`config.mk`:
```
export PLATFORM = sky130hd
export DESIGN_NAME = spi_slave_sync
export DESIGN_NICKNAME = d
export VERILOG_FILES = /design/src/rtl/spi_slave_sync.sv
export SDC_FILE = /design/constraint.sdc
export NUM_CORES = 1
export LEC_CHECK = 0
export CAP_MARGIN = 20
export CORE_AREA = 10 10 153 84
export CTS_CLUSTER_DIAMETER = 50
export DETAILED_ROUTE_END_ITERATION = 16
export DIE_AREA = 0 0 163 94
export SLEW_MARGIN = 20
export SYNTH_ARGS = -nofsm -noshare
export SYNTH_HDL_FRONTEND = slang
export SYNTH_SLANG_ARGS = --single-unit
```
`constraint.sdc`:
```
create_clock -name i_clk -period 2.2 [get_ports i_clk]
set_input_delay 0.44 -clock i_clk [delete_from_list [all_inputs] [get_ports i_clk]]
set_output_delay 0.44 -clock i_clk [all_outputs]
set_load 0.1 [all_outputs]
```
`src/rtl/spi_slave_sync.sv`:
```
// Fully synchronous SPI slave: SCK/SSEL/MOSI oversampled in i_clk, all CPOL/CPHA modes, back-to-back frames.
// Optional: define SPI_SLAVE_SYNC_FRAME_ERR_EN to add o_frame_err (abort / underrun pulse).
module spi_slave_sync #(
    parameter int FRAME_BITS  = 16,
    parameter int CPOL        = 0,
    parameter int CPHA        = 0,
    parameter int SYNC_STAGES = 2
) (
    input  logic                  i_clk,
    input  logic                  i_rst,
    input  logic [FRAME_BITS-1:0] i_tx_data,
    input  logic                  i_tx_valid,
    output logic                  o_tx_ready,
    output logic [FRAME_BITS-1:0] o_rx_data,
    output logic                  o_rx_valid,
    output logic                  o_busy,
    output logic                  o_miso,
    output logic                  o_miso_oe,
`ifdef SPI_SLAVE_SYNC_FRAME_ERR_EN
    output logic                  o_frame_err,
`endif
    input  logic                  i_ssel_n,
    input  logic                  i_mosi,
    input  logic                  i_sck
);
    localparam int   CNT_W    = $clog2(FRAME_BITS + 1);
    localparam logic SCK_IDLE = (CPOL != 0);

    typedef enum logic [1:0] {IDLE, LOAD, SHIFT, DONE} state_t;

    state_t                  state, state_nxt;
    logic [SYNC_STAGES-1:0]  sck_sync, ssel_sync, mosi_sync;
    logic                    sck_dly, ssel_dly;
    logic                    sck_s, ssel_s, mosi_s;
    logic                    sck_rise, sck_fall, ssel_fall;
    logic                    sample_edge, shift_edge, cnt_last;
    logic                    reload, done, sample_en, shift_en, cnt_clr;
    logic [CNT_W-1:0]        cnt;
    logic                    hold_full;
    logic [FRAME_BITS-1:0]   hold_data, tx_shift, rx_shift;

    // Synchroniser stage: reset to the bus idle levels so no edge is seen on release
    always_ff @(posedge i_clk) begin
        if (i_rst) begin
            sck_sync  <= {SYNC_STAGES{SCK_IDLE}};
            ssel_sync <= '1;
            mosi_sync <= '0;
            sck_dly   <= SCK_IDLE;
            ssel_dly  <= 1'b1;
        end else begin
            sck_sync  <= {sck_sync[SYNC_STAGES-2:0], i_sck};
            ssel_sync <= {ssel_sync[SYNC_STAGES-2:0], i_ssel_n};
            mosi_sync <= {mosi_sync[SYNC_STAGES-2:0], i_mosi};
            sck_dly   <= sck_sync[SYNC_STAGES-1];
            ssel_dly  <= ssel_sync[SYNC_STAGES-1];
        end
    end

    assign sck_s       = sck_sync[SYNC_STAGES-1];
    assign ssel_s      = ssel_sync[SYNC_STAGES-1];
    assign mosi_s      = mosi_sync[SYNC_STAGES-1];
    assign sck_rise    = sck_s & ~sck_dly;
    assign sck_fall    = ~sck_s & sck_dly;
    assign ssel_fall   = ~ssel_s & ssel_dly;
    assign sample_edge = ((CPOL != 0) ^ (CPHA != 0)) ? sck_fall : sck_rise;
    assign shift_edge  = ((CPOL != 0) ^ (CPHA != 0)) ? sck_rise : sck_fall;
    assign cnt_last    = (cnt == CNT_W'(FRAME_BITS - 1));

    always_ff @(posedge i_clk) begin
        if (i_rst) state <= IDLE;
        else       state <= state_nxt;
    end

    always_comb begin
        state_nxt = state;
        case (state)
            IDLE:    if (ssel_fall) state_nxt = LOAD;
            LOAD:    state_nxt = ssel_s ? IDLE : SHIFT;
            SHIFT: begin
                if (sample_edge && cnt_last) state_nxt = DONE;
                else if (ssel_s)             state_nxt = IDLE;
            end
            DONE:    state_nxt = ssel_s ? IDLE : SHIFT;
            default: state_nxt = IDLE;
        endcase
    end

    // A shift edge with cnt==0 is either the CPHA=1 first leading edge or, for CPHA=0,
    // the trailing edge of the previous frame's last bit arriving after the DONE reload.
    always_comb begin
        o_busy    = (state != IDLE);
        reload    = (state == LOAD) || (state == DONE);
        done      = (state == DONE);
        sample_en = (state == SHIFT) && sample_edge;
        shift_en  = (state == SHIFT) && shift_edge && (cnt != '0);
        cnt_clr   = reload || ((state == SHIFT) && (state_nxt == IDLE));
    end

    assign o_tx_ready = ~hold_full;
    assign o_miso_oe  = ~ssel_s;

    // Control / output register stage
    always_ff @(posedge i_clk) begin
        if (i_rst) begin
            cnt        <= '0;
            hold_full  <= 1'b0;
            tx_shift   <= '1;
            o_miso     <= 1'b1;
            o_rx_data  <= '0;
            o_rx_valid <= 1'b0;
        end else begin
            o_rx_valid <= done;
            if (done) o_rx_data <= rx_shift;
            if (cnt_clr)        cnt <= '0;
            else if (sample_en) cnt <= cnt + CNT_W'(1);
            if (reload)        tx_shift <= hold_full ? hold_data : '1;
            else if (shift_en) tx_shift <= {tx_shift[FRAME_BITS-2:0], 1'b1};
            if (reload && hold_full)           hold_full <= 1'b0;
            else if (i_tx_valid && !hold_full) hold_full <= 1'b1;
            o_miso <= tx_shift[FRAME_BITS-1];
        end
    end

    // Data registers carry no reset; their contents are only consumed behind hold_full / done
    always_ff @(posedge i_clk) begin
        if (i_tx_valid && !hold_full) hold_data <= i_tx_data;
        if (sample_en)                rx_shift  <= {rx_shift[FRAME_BITS-2:0], mosi_s};
    end

`ifdef SPI_SLAVE_SYNC_FRAME_ERR_EN
    logic abort;
    assign abort = (state == SHIFT) && (state_nxt == IDLE) && (cnt != '0);

    always_ff @(posedge i_clk) begin
        if (i_rst) o_frame_err <= 1'b0;
        else       o_frame_err <= abort || (reload && !hold_full);
    end
`endif
endmodule

```
==> reports/results.txt <==
Worst Setup End Kind: register
Finished Layout Cells: 439
M3 GR Usage: 4.86%
Reg2reg path depth: 5
Hold EP: rx_shift[0]
Area of the multi-input gates: 910 µm²
WP buf/inv: 1
Drt total wl: 6.13 mm
Fraction of registers with async set/reset: 0%
Worst path arrival time: 2.08 ns
Tmin final: 1.85 ns
Die area: 15300 µm²
VDD IR max: 285 µV
Max Freq: 0.540 GHz
Die H: 94 µm
Count of clock tree sinks: 82
CTS clock-pin slew for the worst setup and hold paths: 0.06 ns
Share of layout cells above drive strength 1: 15.7%
P_leak: 0.00132 µW
Synth area leaders: dfxtp_1 (34%), edfxtp_1 (32%), nand2_1 (4.9%)
Via count: 1969
Most common cell in the synthesized netlist: dfxtp_1
Boundary pin count: 43
GRT Resource Usage Total: 8.49%
Actual slew at the worst max-slew pin: 0.655 ns
RSZ-0062 raised after global routing: false
Critical path type: register to register
List of most frequent post-synthesis cells: dfxtp_1 (50), nand2_1 (39), edfxtp_1 (32), a21oi_1 (22), nor2b_1 (20)
Hold path depth: 0
Worst r2r dst: tx_shift[15]
# port buffers: 42
Hold Crit Class: register to register
Netlist Area Pre-Place: 2990 µm²
CTS root buf: clkbuf_16
Die Width: 163 µm
Critical R2R Launch: cnt[0]
Synth-to-Final Area Change: 26.6%
Via density: 4.49
Slew headroom: 56.3%
Synth Warn #: 0
Clock buffer depth: 2
Residual DRC: 0
Final Skew: 0.00473 ns
Leading area contributor after synthesis: dfxtp_1
Final #Nets: 319
CP top delay family: compound AO/OA/AOI/OAI gates
Startpoint types: register
Rows: 26
Worst-path fanout max: 15
Critical Path RT: 2.42 ns
Sequential area share after synthesis: 65.7%
R2R Setup Slk: 0.35 ns
Netlist cell types: 31
Setup violations, final: 0
Final Hold Viols: 0
GRT Max-Usage Layer: met2
Post-synth top area share: 33.5%
Clock buffer count from CTS: 9
Largest net degree at the start of global routing: 30
Core Box Area: 10100 µm²
Post-DRT Antenna Nets: 0
Placed cells: 423
Iter 0 DRT Violations: 108
Power Density: 838 nW/µm²
CP peak stage delay: 0.55 ns
Post-DP HPWL: 4.19 mm
Starting Density: 29.6%
FF+latch area: 1960 µm²
Total nets after synthesis: 276
CTS tree: built
Met2 Use GR: 13.4%
Flops & latches, synth: 82
H-tree levels: 3
Fillers: 995
Worst-path cell chain: inv_1 -> ha_1 -> nor4b_4 -> o21ai_2 -> mux2_2
Post-Syn Instances: 251
Maxcap violations: 0
Number of global-route vias before repair: 1989
Placer Congestion: 0.726
Outcome: finished clean
Initial antenna violation count: 0
Setup tns final: 0 ns
Gr ovfl total: 0
ANT cells: 0
Final Max Tran Viols: 0
Post-route clock period utilization: 84.2%
Pre-Repair DR Iteration Count: 4
Number of gates resized after CTS: 0
Number of flops mapped to enable cells by yosys: 32
Hold Startpoint: mosi_sync[1]
First-pass GRT wire length: 10.2 mm
# hold bufs at CTS: 0
Main synth FF type: dfxtp_1
Detailed-route wire length per cell: 14.0 µm
Worst skew pair latency: 0.33 ns
CP max stage cell: o21ai_2
Setup bufs post-CTS: 0
Syn Area/Cell: 11.9 µm²
Met1 Use GR: 9.21%
worst max-delay path by stage:
stage,startpoint,to,cells past startpoint
after global placement,i_rst,tx_shift[15],4
after detailed placement,cnt[0],tx_shift[15],5
after CTS,cnt[0],tx_shift[15],5
final,cnt[0],tx_shift[15],5
after floorplan,state[0],o_busy,4
after global routing,cnt[0],tx_shift[15],5
worst register-to-register path, cell delays in order (launching register included):
cell and delay, ns:
dfxtp_1 0.38, inv_1 0.08, ha_1 0.20, nor4b_4 0.14
o21ai_2 0.55, mux2_2 0.40
metrics by stage:
step           util (%)  cell area (µm²)  power, µW  hold WS [ns]  setup slack, ns
2_1_floorplan         -             2990       1740         0.386            0.315
3_3_place_gp       34.8             3510       1810         0.388            0.394
3_5_place_dp       34.8             3510       1810         0.405            0.365
4_1_cts            37.5             3780       3230         0.422            0.351
5_1_grt            37.5             3780       3320         0.421            0.248
6_report           37.5             3780       3170         0.412            0.348
registers in the layout (all words and copies together) (netlist names), 2 cells and up:
name       count
sck_sync       2
rx_shift      16
state          2
ssel_sync      2
hold_data     16
tx_shift      16
mosi_sync      2
o_rx_data     16
cnt            5
final cells by class:
type	instances	area share [%]
flip-flops and latches	82	51.9
multi-input cells	144	24.0
repair buffers	48	11.2
clock buffers	14	7.01
well taps	140	4.63
inverters	9	0.893
clock inverters	2	0.298
cell families (layout without fill, tap and decap cells):
group	count (synthesis)	count (layout)	synth area share, %
flip-flops	82	82	65.7
AO/OA/AOI/OAI	59	59	14.7
adder cells (fa/ha/maj)	3	3	1.26
multiplexers	1	1	0.377
buffers and inverters	25	73	3.85
AND/OR/NAND/NOR	81	81	14.2
layer usage:
| metal | up-vias | share of wire, % |
|---|---|---|
| met2 | 50 | 47 |
| met3 | 12 | 7.6 |
| met5 | - | 0 |
| met1 | 932 | 43 |
| met4 | 0 | 2.2 |
| li1 | 975 | - |
layout by cell type (no fill, tap or decap), types with 9 or more instances in the layout:
cell,Yosys,final
nor2b_1,20,20
a221o_1,14,14
buf_4,0,26
nand2_1,39,39
edfxtp_1,32,32
clkbuf_16,0,10
a21oi_1,22,22
clkdlybuf4s50_1,0,21
o22a_1,14,14
dfxtp_1,50,50
inv_1,9,9
power breakdown:
group	switching, µW	leakage, µW	total [µW]	internal, µW
logic	74.3	0.000478	148	73.5
registers	16.1	0.000702	1630	1610
clock network	561	0.000136	1390	833
total	652	0.00132	3170	2520
Power figures use the tool's default switching activity.
==> edit: new RTL, same settings <==
Add a define of `SPI_SLAVE_SYNC_FRAME_ERR_EN`.
--- a/src/rtl/spi_slave_sync.sv
+++ b/src/rtl/spi_slave_sync.sv
@@ -1,5 +1,7 @@
 // Fully synchronous SPI slave: SCK/SSEL/MOSI oversampled in i_clk, all CPOL/CPHA modes, back-to-back frames.
 // Optional: define SPI_SLAVE_SYNC_FRAME_ERR_EN to add o_frame_err (abort / underrun pulse).
+`define SPI_SLAVE_SYNC_FRAME_ERR_EN
+
 module spi_slave_sync #(
     parameter int FRAME_BITS  = 16,
     parameter int CPOL        = 0,
Check against the original RTL (old outputs only; new: o_frame_err): equivalent (Yosys induction, for registers that start in step).
==> edit against the unedited design <==
Global-route usage decreased by 0.40 points. Routed wire length decreased by 3.4%. Sequential cell count increased by 1. Synthesized area increased by 1.2%. Worst setup slack improved by 0.018 ns. Design area increased by 1.7%. Power increased by 3.7%.
==> edit: results (changes against the unedited design) <==
[final_layout]
n_antenna_cell = 0  ; unchanged
nets = 324  ; was 319
fill_cells = 999  ; was 995
drive_gt1_frac = 0.174  ; was 0.157

[critical_path]
cp_slowest_cell = o21ai_2  ; unchanged
crit_path_max_fanout = 15  ; unchanged
reg2reg_from = cnt[0]  ; unchanged
ff2ff_setup_slack_ns = 0.37  ; was 0.35 ns
rr_worst_depth = 5  ; unchanged
critPathMaxStageDelay_ns = 0.53  ; was 0.55 ns
critPathTopFamily = compound AO/OA/AOI/OAI gates  ; unchanged

[synthesis]
synth_nets = 281  ; was 276
yosysSeqAreaShare = 0.656  ; was 0.657
synth_edf_count = 32  ; unchanged
ys_async_sr_fraction = 0  ; unchanged
yosysWarnings = 0  ; unchanged
synth_area_leaders = dfxtp_1, edfxtp_1, nand2_1  ; unchanged
synthTopCellsByCount = dfxtp_1, nand2_1, edfxtp_1, a21oi_1, nor2b_1  ; unchanged
synth-main-ff-cell = dfxtp_1  ; unchanged
synth_cell_types = 33  ; was 31

[timing]
clock_skew_ns = 0.00789  ; was 0.00473 ns
worst-slew-pin-transition_ns = 0.635  ; was 0.655 ns

[clocking]
htreeDepth = 3  ; unchanged
root_buffer = clkbuf_16  ; unchanged
clkTransAtPathRegs_ns = 0.06  ; about the same
cts_buffers = 9  ; unchanged
cts.repair.resized = 0  ; unchanged
post_cts_buffers = 0  ; unchanged
insertion_delay_ns = 0.33  ; about the same
clockBufferDepth = 2  ; unchanged

[placement]
port_buffers = 43  ; was 42
place.gp.congestion = 0.716  ; was 0.726
dp_hpwl_um = 4040  ; was 4190 um

[power_and_ir_drop]
switching_share = 0.213  ; was 0.206
power_mw = 3.29  ; was 3.17 mW
p_seq_mw = 1.65
powerComb_mw = 0.146
ir_drop_mv = 0.359  ; was 0.285 mV
leakage_nw = 1.34  ; was 1.32 nW

[min_path]
hold_class = reg -> reg  ; unchanged
hp-start = mosi_sync[1]  ; unchanged
min_path_cells = 0  ; unchanged
holdPathEnd = rx_shift[0]  ; unchanged

[grt]
grt_pass1_wl_um = 9790  ; was 10200 um
grt_max_degree = 32  ; was 30
grt_use_total = 0.0809  ; was 0.0849
antenna_found_initial = 0  ; unchanged

[drt]
vias = 1968  ; was 1969
dr.pass1.iters = 4  ; unchanged
detail_route.wirelength_um = 5920  ; was 6130 um
first_iter_violations = 79  ; was 108

[status]
status = completed  ; unchanged

-- edit: cells by family after synthesis --
| kind of cell | count (synthesis) | share of synthesized area |
|---|---|---|
| AO/OA/AOI/OAI | 60 | 0.147 |
| adder cells (fa/ha/maj) | 3 | 0.0124 |
| flip-flops | 83 | 0.656 |
| AND/OR/NAND/NOR | 84 | 0.146 |
| multiplexers | 1 | 0.00372 |
| buffers and inverters | 25 | 0.0356 |
-- edit: layout make-up --
type                    instances  area, um2  area share
inverters                       9       33.8     0.00878
flip-flops and latches         83       1980       0.515
well taps                     140        175      0.0455
clock inverters                 7       76.3      0.0198
repair buffers                 48        420       0.109
multi-input cells             148        933       0.243
clock buffers                   9        225      0.0586
-- edit: how the worst max path moves through the flow --
stage                  start            to  slack, ns  cells past startpoint
CTS                   cnt[0]  tx_shift[15]       0.35                      5
floorplan           state[0]        o_busy       0.29                      4
detailed placement    cnt[0]  tx_shift[15]       0.37                      5
global route          cnt[0]  tx_shift[15]       0.27                      5
finish                cnt[0]  tx_shift[15]       0.37                      5
global placement      cnt[0]  tx_shift[15]       0.44                      5
-- edit: layer usage --
| metal | wire [um] | up-vias | global-route usage | share of wire |
|---|---|---|---|---|
| li1 | - | 998 | - | - |
| met3 | 406 | 2 | 0.0464 | 0.069 |
| met1 | 2690 | 921 | 0.0891 | 0.45 |
| met4 | 27 | 0 | 0.0254 | 0.0046 |
| met5 | 0 | - | 0 | 0 |
| met2 | 2800 | 47 | 0.131 | 0.47 |
-- edit: metrics by stage --
step	area [um2]	utilization	hold slack, ns	std cells
floorplan	3020	-	0.386	256
global placement	3540	0.351	0.387	428
detailed placement	3540	0.351	0.391	428
CTS	3850	0.381	0.403	444
global route	3850	0.381	0.423	444
finish	3850	0.381	0.407	444
